===== config.mk =====
export PLATFORM = sky130hd
export DESIGN_NAME = stack_dump_flat
export DESIGN_NICKNAME = d
export VERILOG_FILES = /design/src/rtl/stack_dump_if.sv /design/src/rtl/stack_dump.sv /design/src/flat_wrapper.sv
export SDC_FILE = /design/constraint.sdc
export NUM_CORES = 1
export LEC_CHECK = 0
export CAP_MARGIN = 30
export CELL_PAD_IN_SITES_DETAIL_PLACEMENT = 1
export CELL_PAD_IN_SITES_GLOBAL_PLACEMENT = 1
export CORE_ASPECT_RATIO = 1.5
export CORE_MARGIN = 1
export CORE_UTILIZATION = 42
export CTS_CLUSTER_SIZE = 10
export DETAILED_ROUTE_END_ITERATION = 7
export GPL_ROUTABILITY_DRIVEN = 0
export GPL_TIMING_DRIVEN = 1
export PLACE_DENSITY = 0.85
export SYNTH_ARGS = -nofsm -noshare
export SYNTH_HDL_FRONTEND = slang
export SYNTH_SLANG_ARGS = --single-unit

===== constraint.sdc =====
create_clock -name clk -period 10.79 [get_ports clk]
set_input_delay 1.6185 -clock clk [delete_from_list [all_inputs] [get_ports clk]]
set_output_delay 1.6185 -clock clk [all_outputs]
set_load 0.02 [all_outputs]

===== src/rtl/stack_dump_if.sv =====
// Byte stream from the stack dump engine to its sink (normally the debug UART).
// valid/ready: a byte moves on a rising edge with tx_valid=1 and tx_ready=1; while stalled the source holds tx_data/tx_valid.
interface stack_dump_if;
    logic [7:0] tx_data;
    logic       tx_valid;
    logic       tx_ready;

    modport master (output tx_data, output tx_valid, input tx_ready);
    modport slave  (input tx_data, input tx_valid, output tx_ready);
endinterface


===== src/rtl/stack_dump.sv =====
// Snapshots a hardware stack on start and streams it as a framed byte sequence:
// 0xA5, DEPTH[7:0], then every entry MSB first, zero padded to whole bytes.
module stack_dump #(
    parameter int WIDTH = 16,
    parameter int DEPTH = 16
) (
    input  logic                          clk,
    input  logic                          rst,
    input  logic                          start,
    input  logic [0:DEPTH-1][WIDTH-1:0]   data_raw,
    stack_dump_if.master                  tx,
    output logic                          busy,
    output logic                          done,
    output logic [2:0]                    dbg_state
);
    localparam int BYTES = (WIDTH + 7) / 8;
    localparam int PW    = BYTES * 8;
    localparam int EW    = (DEPTH > 1) ? $clog2(DEPTH) : 1;
    localparam int BW    = (BYTES > 1) ? $clog2(BYTES) : 1;

    localparam logic [EW-1:0] LAST_ENTRY = EW'(DEPTH - 1);
    localparam logic [BW-1:0] BYTE_TOP   = BW'(BYTES - 1);
    localparam logic [7:0]    LEN_BYTE   = 8'(DEPTH);
    localparam logic [7:0]    HDR_BYTE   = 8'hA5;

    typedef enum logic [2:0] {
        S_IDLE   = 3'd0,
        S_HEADER = 3'd1,
        S_LEN    = 3'd2,
        S_DATA   = 3'd3,
        S_DONE   = 3'd4
    } state_t;

    state_t                        state;
    state_t                        state_nxt;
    logic [0:DEPTH-1][WIDTH-1:0]   snap;
    logic [EW-1:0]                 entry_idx;
    logic [BW-1:0]                 byte_idx;
    logic [PW-1:0]                 cur_word;
    logic [7:0]                    data_byte;
    logic                          last_byte;

    assign last_byte = (entry_idx == LAST_ENTRY) && (byte_idx == '0);
    assign cur_word  = PW'(snap[entry_idx]);
    assign data_byte = 8'(cur_word >> {byte_idx, 3'b000});
    assign dbg_state = state;

    always_ff @(posedge clk or posedge rst) begin
        if (rst) begin
            state <= S_IDLE;
        end else begin
            state <= state_nxt;
        end
    end

    // Transitions only ever look at tx_ready from a state where tx_valid is 1.
    always_comb begin
        state_nxt = state;
        case (state)
            S_IDLE:   if (start) state_nxt = S_HEADER;
            S_HEADER: if (tx.tx_ready) state_nxt = S_LEN;
            S_LEN:    if (tx.tx_ready) state_nxt = S_DATA;
            S_DATA:   if (tx.tx_ready && last_byte) state_nxt = S_DONE;
            S_DONE:   state_nxt = S_IDLE;
            default:  state_nxt = S_IDLE;
        endcase
    end

    always_comb begin
        tx.tx_valid = 1'b0;
        tx.tx_data  = 8'h00;
        busy        = 1'b0;
        done        = 1'b0;
        case (state)
            S_HEADER: begin
                tx.tx_valid = 1'b1;
                tx.tx_data  = HDR_BYTE;
                busy        = 1'b1;
            end
            S_LEN: begin
                tx.tx_valid = 1'b1;
                tx.tx_data  = LEN_BYTE;
                busy        = 1'b1;
            end
            S_DATA: begin
                tx.tx_valid = 1'b1;
                tx.tx_data  = data_byte;
                busy        = 1'b1;
            end
            S_DONE: begin
                busy = 1'b1;
                done = 1'b1;
            end
            default: begin
                tx.tx_valid = 1'b0;
            end
        endcase
    end

    // The whole stack is captured on the start edge so later pushes/pops cannot tear the frame.
    always_ff @(posedge clk or posedge rst) begin
        if (rst) begin
            snap      <= '0;
            entry_idx <= '0;
            byte_idx  <= '0;
        end else if (state == S_IDLE && start) begin
            snap      <= data_raw;
            entry_idx <= '0;
            byte_idx  <= BYTE_TOP;
        end else if (state == S_DATA && tx.tx_ready) begin
            if (byte_idx == '0) begin
                byte_idx  <= BYTE_TOP;
                entry_idx <= entry_idx + EW'(1);
            end else begin
                byte_idx <= byte_idx - BW'(1);
            end
        end
    end
endmodule


===== src/flat_wrapper.sv =====
// flat-port wrapper written by rule: the top's interface ports become plain ports
module stack_dump_flat 
#(
    parameter int WIDTH = 16,
    parameter int DEPTH = 16
)
  (clk, rst, start, data_raw, busy, done, dbg_state, tx_tx_data, tx_tx_valid, tx_tx_ready);
  stack_dump_if tx_i ();
  input  logic clk;
  input  logic rst;
  input  logic start;
  input  logic [0:DEPTH-1][WIDTH-1:0] data_raw;
  output logic busy;
  output logic done;
  output logic [2:0] dbg_state;
  output wire logic [$bits(tx_i.tx_data)-1:0] tx_tx_data;
  output wire logic [$bits(tx_i.tx_valid)-1:0] tx_tx_valid;
  input wire logic [$bits(tx_i.tx_ready)-1:0] tx_tx_ready;
  assign tx_tx_data = tx_i.tx_data;
  assign tx_tx_valid = tx_i.tx_valid;
  assign tx_i.tx_ready = tx_tx_ready;
  stack_dump #(.WIDTH(WIDTH), .DEPTH(DEPTH)) u_core (.clk(clk), .rst(rst), .start(start), .data_raw(data_raw), .tx(tx_i), .busy(busy), .done(done), .dbg_state(dbg_state));
endmodule

== Word-level counts from Yosys, hierarchy flattened ==
Cells that the tools add are included.
W data, S select, Z words.

* Add/sub/neg operators: 2
* $lt $le $gt $ge: 1
* Equality and inequality tests: 10
* Shifts and indexed selects: 1
* Muxes and demuxes: 18
* Bitwise operators: 2
* Reduce and logical (&&, ||, !) cells: 10

{| class="wikitable"
|+ Operators with widths
! cell !! count
|-
| $bmux W16 S4 || 1
|-
| $mux W16 || 2
|-
| $pmux W8 S3 || 1
|-
| $shr A16 B4 Y8 || 1
|-
| $mux W3 || 4
|-
| $mux W4 || 3
|-
| $pmux W3 S4 || 1
|-
| $ne A2 B2 Y1 const B || 4
|-
| $eq A3 B2 Y1 const B || 2
|-
| $mux W1 || 6
|-
| $ge A5 B5 Y1 const B || 1
|-
| $not A4 Y5 || 1
|-
| $add A4 B1 Y4 const B || 1
|-
| $eq A4 B4 Y1 const B || 1
|-
| $logic_and A1 B1 Y1 || 4
|-
| $reduce_and A4 Y1 || 1
|-
| $reduce_or A4 Y1 || 1
|-
| $eq A3 B1 Y1 const B || 1
|-
| $eq A3 B3 Y1 const B || 1
|-
| $logic_not A3 Y1 || 1
|-
| $reduce_or A3 Y1 || 1
|-
| $ne A2 B1 Y1 const B || 1
|-
| $reduce_and A2 Y1 || 1
|-
| $reduce_bool A2 Y1 || 1
|-
| other kinds (2) || 2
|}

* Register bits after elaboration: 264
* Input bits: 260
* Output and inout port bits: 14
* Logic and storage cells: 63

== Depth between registers and ports, before layout ==
* Word-level depth: 6
* Mapped depth: 9
* Depth with buffers taken out: 5

== Worst setup path before layout ==
No wires, ideal clock.

* Kind: register -> output
* Start: register u_core.entry_idx[0]
* End: output port tx_tx_data[0]
* Arrival: 2218 ps
* Required time: 9172 ps
* Path slack: 6953 ps
* Cell stages (with the launch flop): 9
* Path buffers: 4
* Path through: dfrtp_1 -> buf_6 -> buf_12 -> buf_12 -> buf_8 -> mux2i_1 -> a221oi_1 -> a221oi_1 -> o41ai_1

* Word-level cells in the longest chain between the ends: 6

{| class="wikitable"
|+ RTL lines
! element !! RTL line !! text
|-
| start, declared || stack_dump.sv:37 || <nowiki>logic [EW-1:0] entry_idx;</nowiki>
|-
| start signal, assigned || stack_dump.sv:113 || <nowiki>entry_idx <= entry_idx + EW'(1);</nowiki>
|-
| $not A4 Y5 (not written as such) || stack_dump.sv:44 || <nowiki>assign cur_word = PW'(snap[entry_idx]);</nowiki>
|-
| $bmux W16 S4 || stack_dump.sv:44 ||
|-
| $mux W16 (not written as such) (2 in a row) || stack_dump.sv:44 ||
|-
| $shr A16 B4 Y8 || stack_dump.sv:45 || <nowiki>assign data_byte = 8'(cur_word >> {byte_idx, 3'b000});</nowiki>
|-
| $pmux W8 S3 || stack_dump.sv:74 || <nowiki>case (state)</nowiki>
|-
| end, declared || flat_wrapper.sv:16 || <nowiki>output wire logic [$bits(tx_i.tx_data)-1:0] tx_tx_data;</nowiki>
|}

No other way between the ends. The select of a mux whose other input is x is not followed.

== Worst setup path in the final report ==
* Start: register u_core.entry_idx[0]
* End: output port tx_tx_data[5]

The elaborated chain is that of the path after synthesis.

==> out/metrics.csv <==
metric,value,unit
# IOs,274,
static leakage,6.61,nW
largest net degree at the start of global routing,109,
CP Data Arrival Time,4560,ps
Post-route DRC,0,
Fin. Hold Viols,0,
Synth warnings,0,
largest cells by area after synthesis,"dfrtp_1, mux2_2, mux4_2, mux2i_1, mux4_1",
final slew viol count,0,
CP startpoint kind,flip-flop,
count of final setup violators,0,
Yosys reg bits,264,
post-cts sizing count,0,
total CTS buffers,30,
period utilisation layout,57.3,%
CTS Root Cell,clkbuf_16,
First-pass DRT Iterations,4,
NumNets Final,1291,
vias per cell,5.51,
fmax,0.162,GHz
H-tree depth,1,
crit path time final,6180,ps
placed cells,1343,
"antenna viol nets, final",0,
Yosys cell types,36,
WL/cell,25.7,µm
"Remaining Overflow, GRT",0,
clk slew on worst S/H paths,60,ps
vias,7702,
RSZ-0062 raised after global routing,no,
fin cells,1397,
"Seq/Total Area, Yosys",54.6,%
VDD IR max,0.134,mV
initial antenna violation count,18,
Gate Count Post-Synth,771,
top post-synthesis cells by count,"dfrtp_1, mux2_2, mux4_2",
Initial Util,43.0,%
maxcap violations,0,
synthesized area per cell,15.7,µm²
crit-path max FO,50,
port bufs,273,
Die X-Extent,141,µm
Synth top area share,54.6,%
cells along the critical path,"buf_4, mux4_1, mux2_2, a221oi_1, o41ai_1, clkdlybuf4s50_1",
die height,210,µm
CP Class,flip-flop to output pin,
cell area power density,219,nW/µm²
share of post-route cells with drive strength above 1,33.8,%
syn_nets,1032,
ys async rst share,100,%
DRT iter0 DRCs,387,
first-pass GRT wire length,53800,µm
critical path endpoint category,output pin,
worst-skew pair later-pin latency,560,ps
outcome,finished clean,
critical path's slowest cell,dfrtp_4,
Hold Buf Count CTS,0,
clock buffer depth,3,
CTS tree,built,
clock sinks,264,
setup bufs post-CTS,0,
Site Rows,75,
Synth area leader,dfrtp_1,
mapped cell area,12100,µm²
Post-synth EDFFs,0,
fill cell count,2688,
prevailing post-synth register cell,dfrtp_1,
hold slack,499,ps
drt total wl,35900,µm
final HPWL from detailed placement,25200,µm
skew final,14.4,ps
area delta synth->final,31.7,%
Core ar.,28200,µm²
TNS Setup,0,ps
Die ar.,29500,µm²
Tot GR Track Use,24.7,%
critical path data required time,9170,ps
vias in the first global route,8987,
critical path's largest stage delay,1070,ps
worst slew pin tran,990,ps
cell with the most instances after synthesis,dfrtp_1,
Slew HR,34.0,%
Worst Hold Class,flip-flop to flip-flop,
## flip-flops by register name, indices dropped and copies added, names as in the netlist
signal / cells
u_core.byte_idx: 1
u_core.dbg_state: 3
u_core.entry_idx: 4
u_core.snap: 256
## path summary, 6_finish.rpt
path	startpoint	endpoint	slack [ps]	cells after the start
worst min register to register	u_core.snap[98]$_DFFE_PP0P_	u_core.snap[98]$_DFFE_PP0P_	500	1
min in group asynchronous	rst	u_core.snap[78]$_DFFE_PP0P_	1590	2
worst max-delay path	u_core.entry_idx[0]$_DFFE_PP0P_	tx_tx_data[5]	4610	6
max in group asynchronous	rst	u_core.snap[46]$_DFFE_PP0P_	8040	4
worst min-delay path	u_core.snap[98]$_DFFE_PP0P_	u_core.snap[98]$_DFFE_PP0P_	500	1
worst max register to register	u_core.dbg_state[2]$_DFFE_PP0P_	u_core.snap[195]$_DFFE_PP0P_	7760	5
## kinds of logic (layout without fill, tap and decap cells)
logic type                 after synthesis  after routing  share of synthesized area, %
muxes                                  350            350                          37.1
DFF                                    264            264                          54.6
buffers and inverters                   59            322                          2.96
AOI/OAI and AO/OA                       52             52                          3.13
and+or+nand+nor                         41             41                          1.79
xor gates and xnor gates                 4              4                         0.290
adders and majority gates                1              1                         0.103
other                                    0             17                             0
## cells in the final DEF, fill, tap and decap left out, types with 12 or more instances in the layout
cell             Yosys  layout
dfrtp_1            264     262
clkbuf_16            0      31
a21oi_1             12      12
mux2i_1             39      39
nor2b_1             13      13
diode_2              0      17
clkdlybuf4s50_1      0     273
mux4_2              40      40
mux2_2             261     261
## metrics by stage
stage	util, %	area, µm²	total power [mW]	worst slack, ps
finish	56.6	15900	3.48	4610
global route	56.6	15900	3.64	4390
CTS	56.3	15900	3.50	4590
detailed placement	53.4	15000	2.57	5200
global placement	53.3	15000	2.54	5250
floorplan	-	12100	2.14	1900
## per-layer routing
metal  global-route usage, %  routed length [µm]  vias to the layer above
met5                       0                  14                        -
met4                    14.7                1630                        2
met3                    3.56                1440                       77
met2                    44.4               19500                      239
met1                    27.8               13300                     3973
li1                        -                   -                     3411
## power breakdown
group	leakage [nW]	internal, mW	switching [mW]
combinational	2.97	0.659	0.508
clock	0.401	0.529	0.381
sequential	3.23	1.18	0.227
## worst max-delay path: cells and delay by family, from the launching register on
kind | cells | cell delay, ps
AO/OA/AOI/OAI | 2 | 700
buffers and inverters | 2 | 1240
flip-flops | 1 | 1070
multiplexers | 2 | 970
## layout make-up
type	count	area, µm²	share of cell area [%]
Inverter	2	15.0	0.0942
Clock buffer	35	791	4.96
Timing Repair Buffer	284	2870	18.0
Tap cell	346	433	2.72
Sequential cell	264	6610	41.5
Antenna cell	17	42.5	0.267
Clock inverter	1	30.0	0.188
Multi-Input combinational cell	448	5140	32.3
No activity file was read; power rests on OpenSTA's default activity.
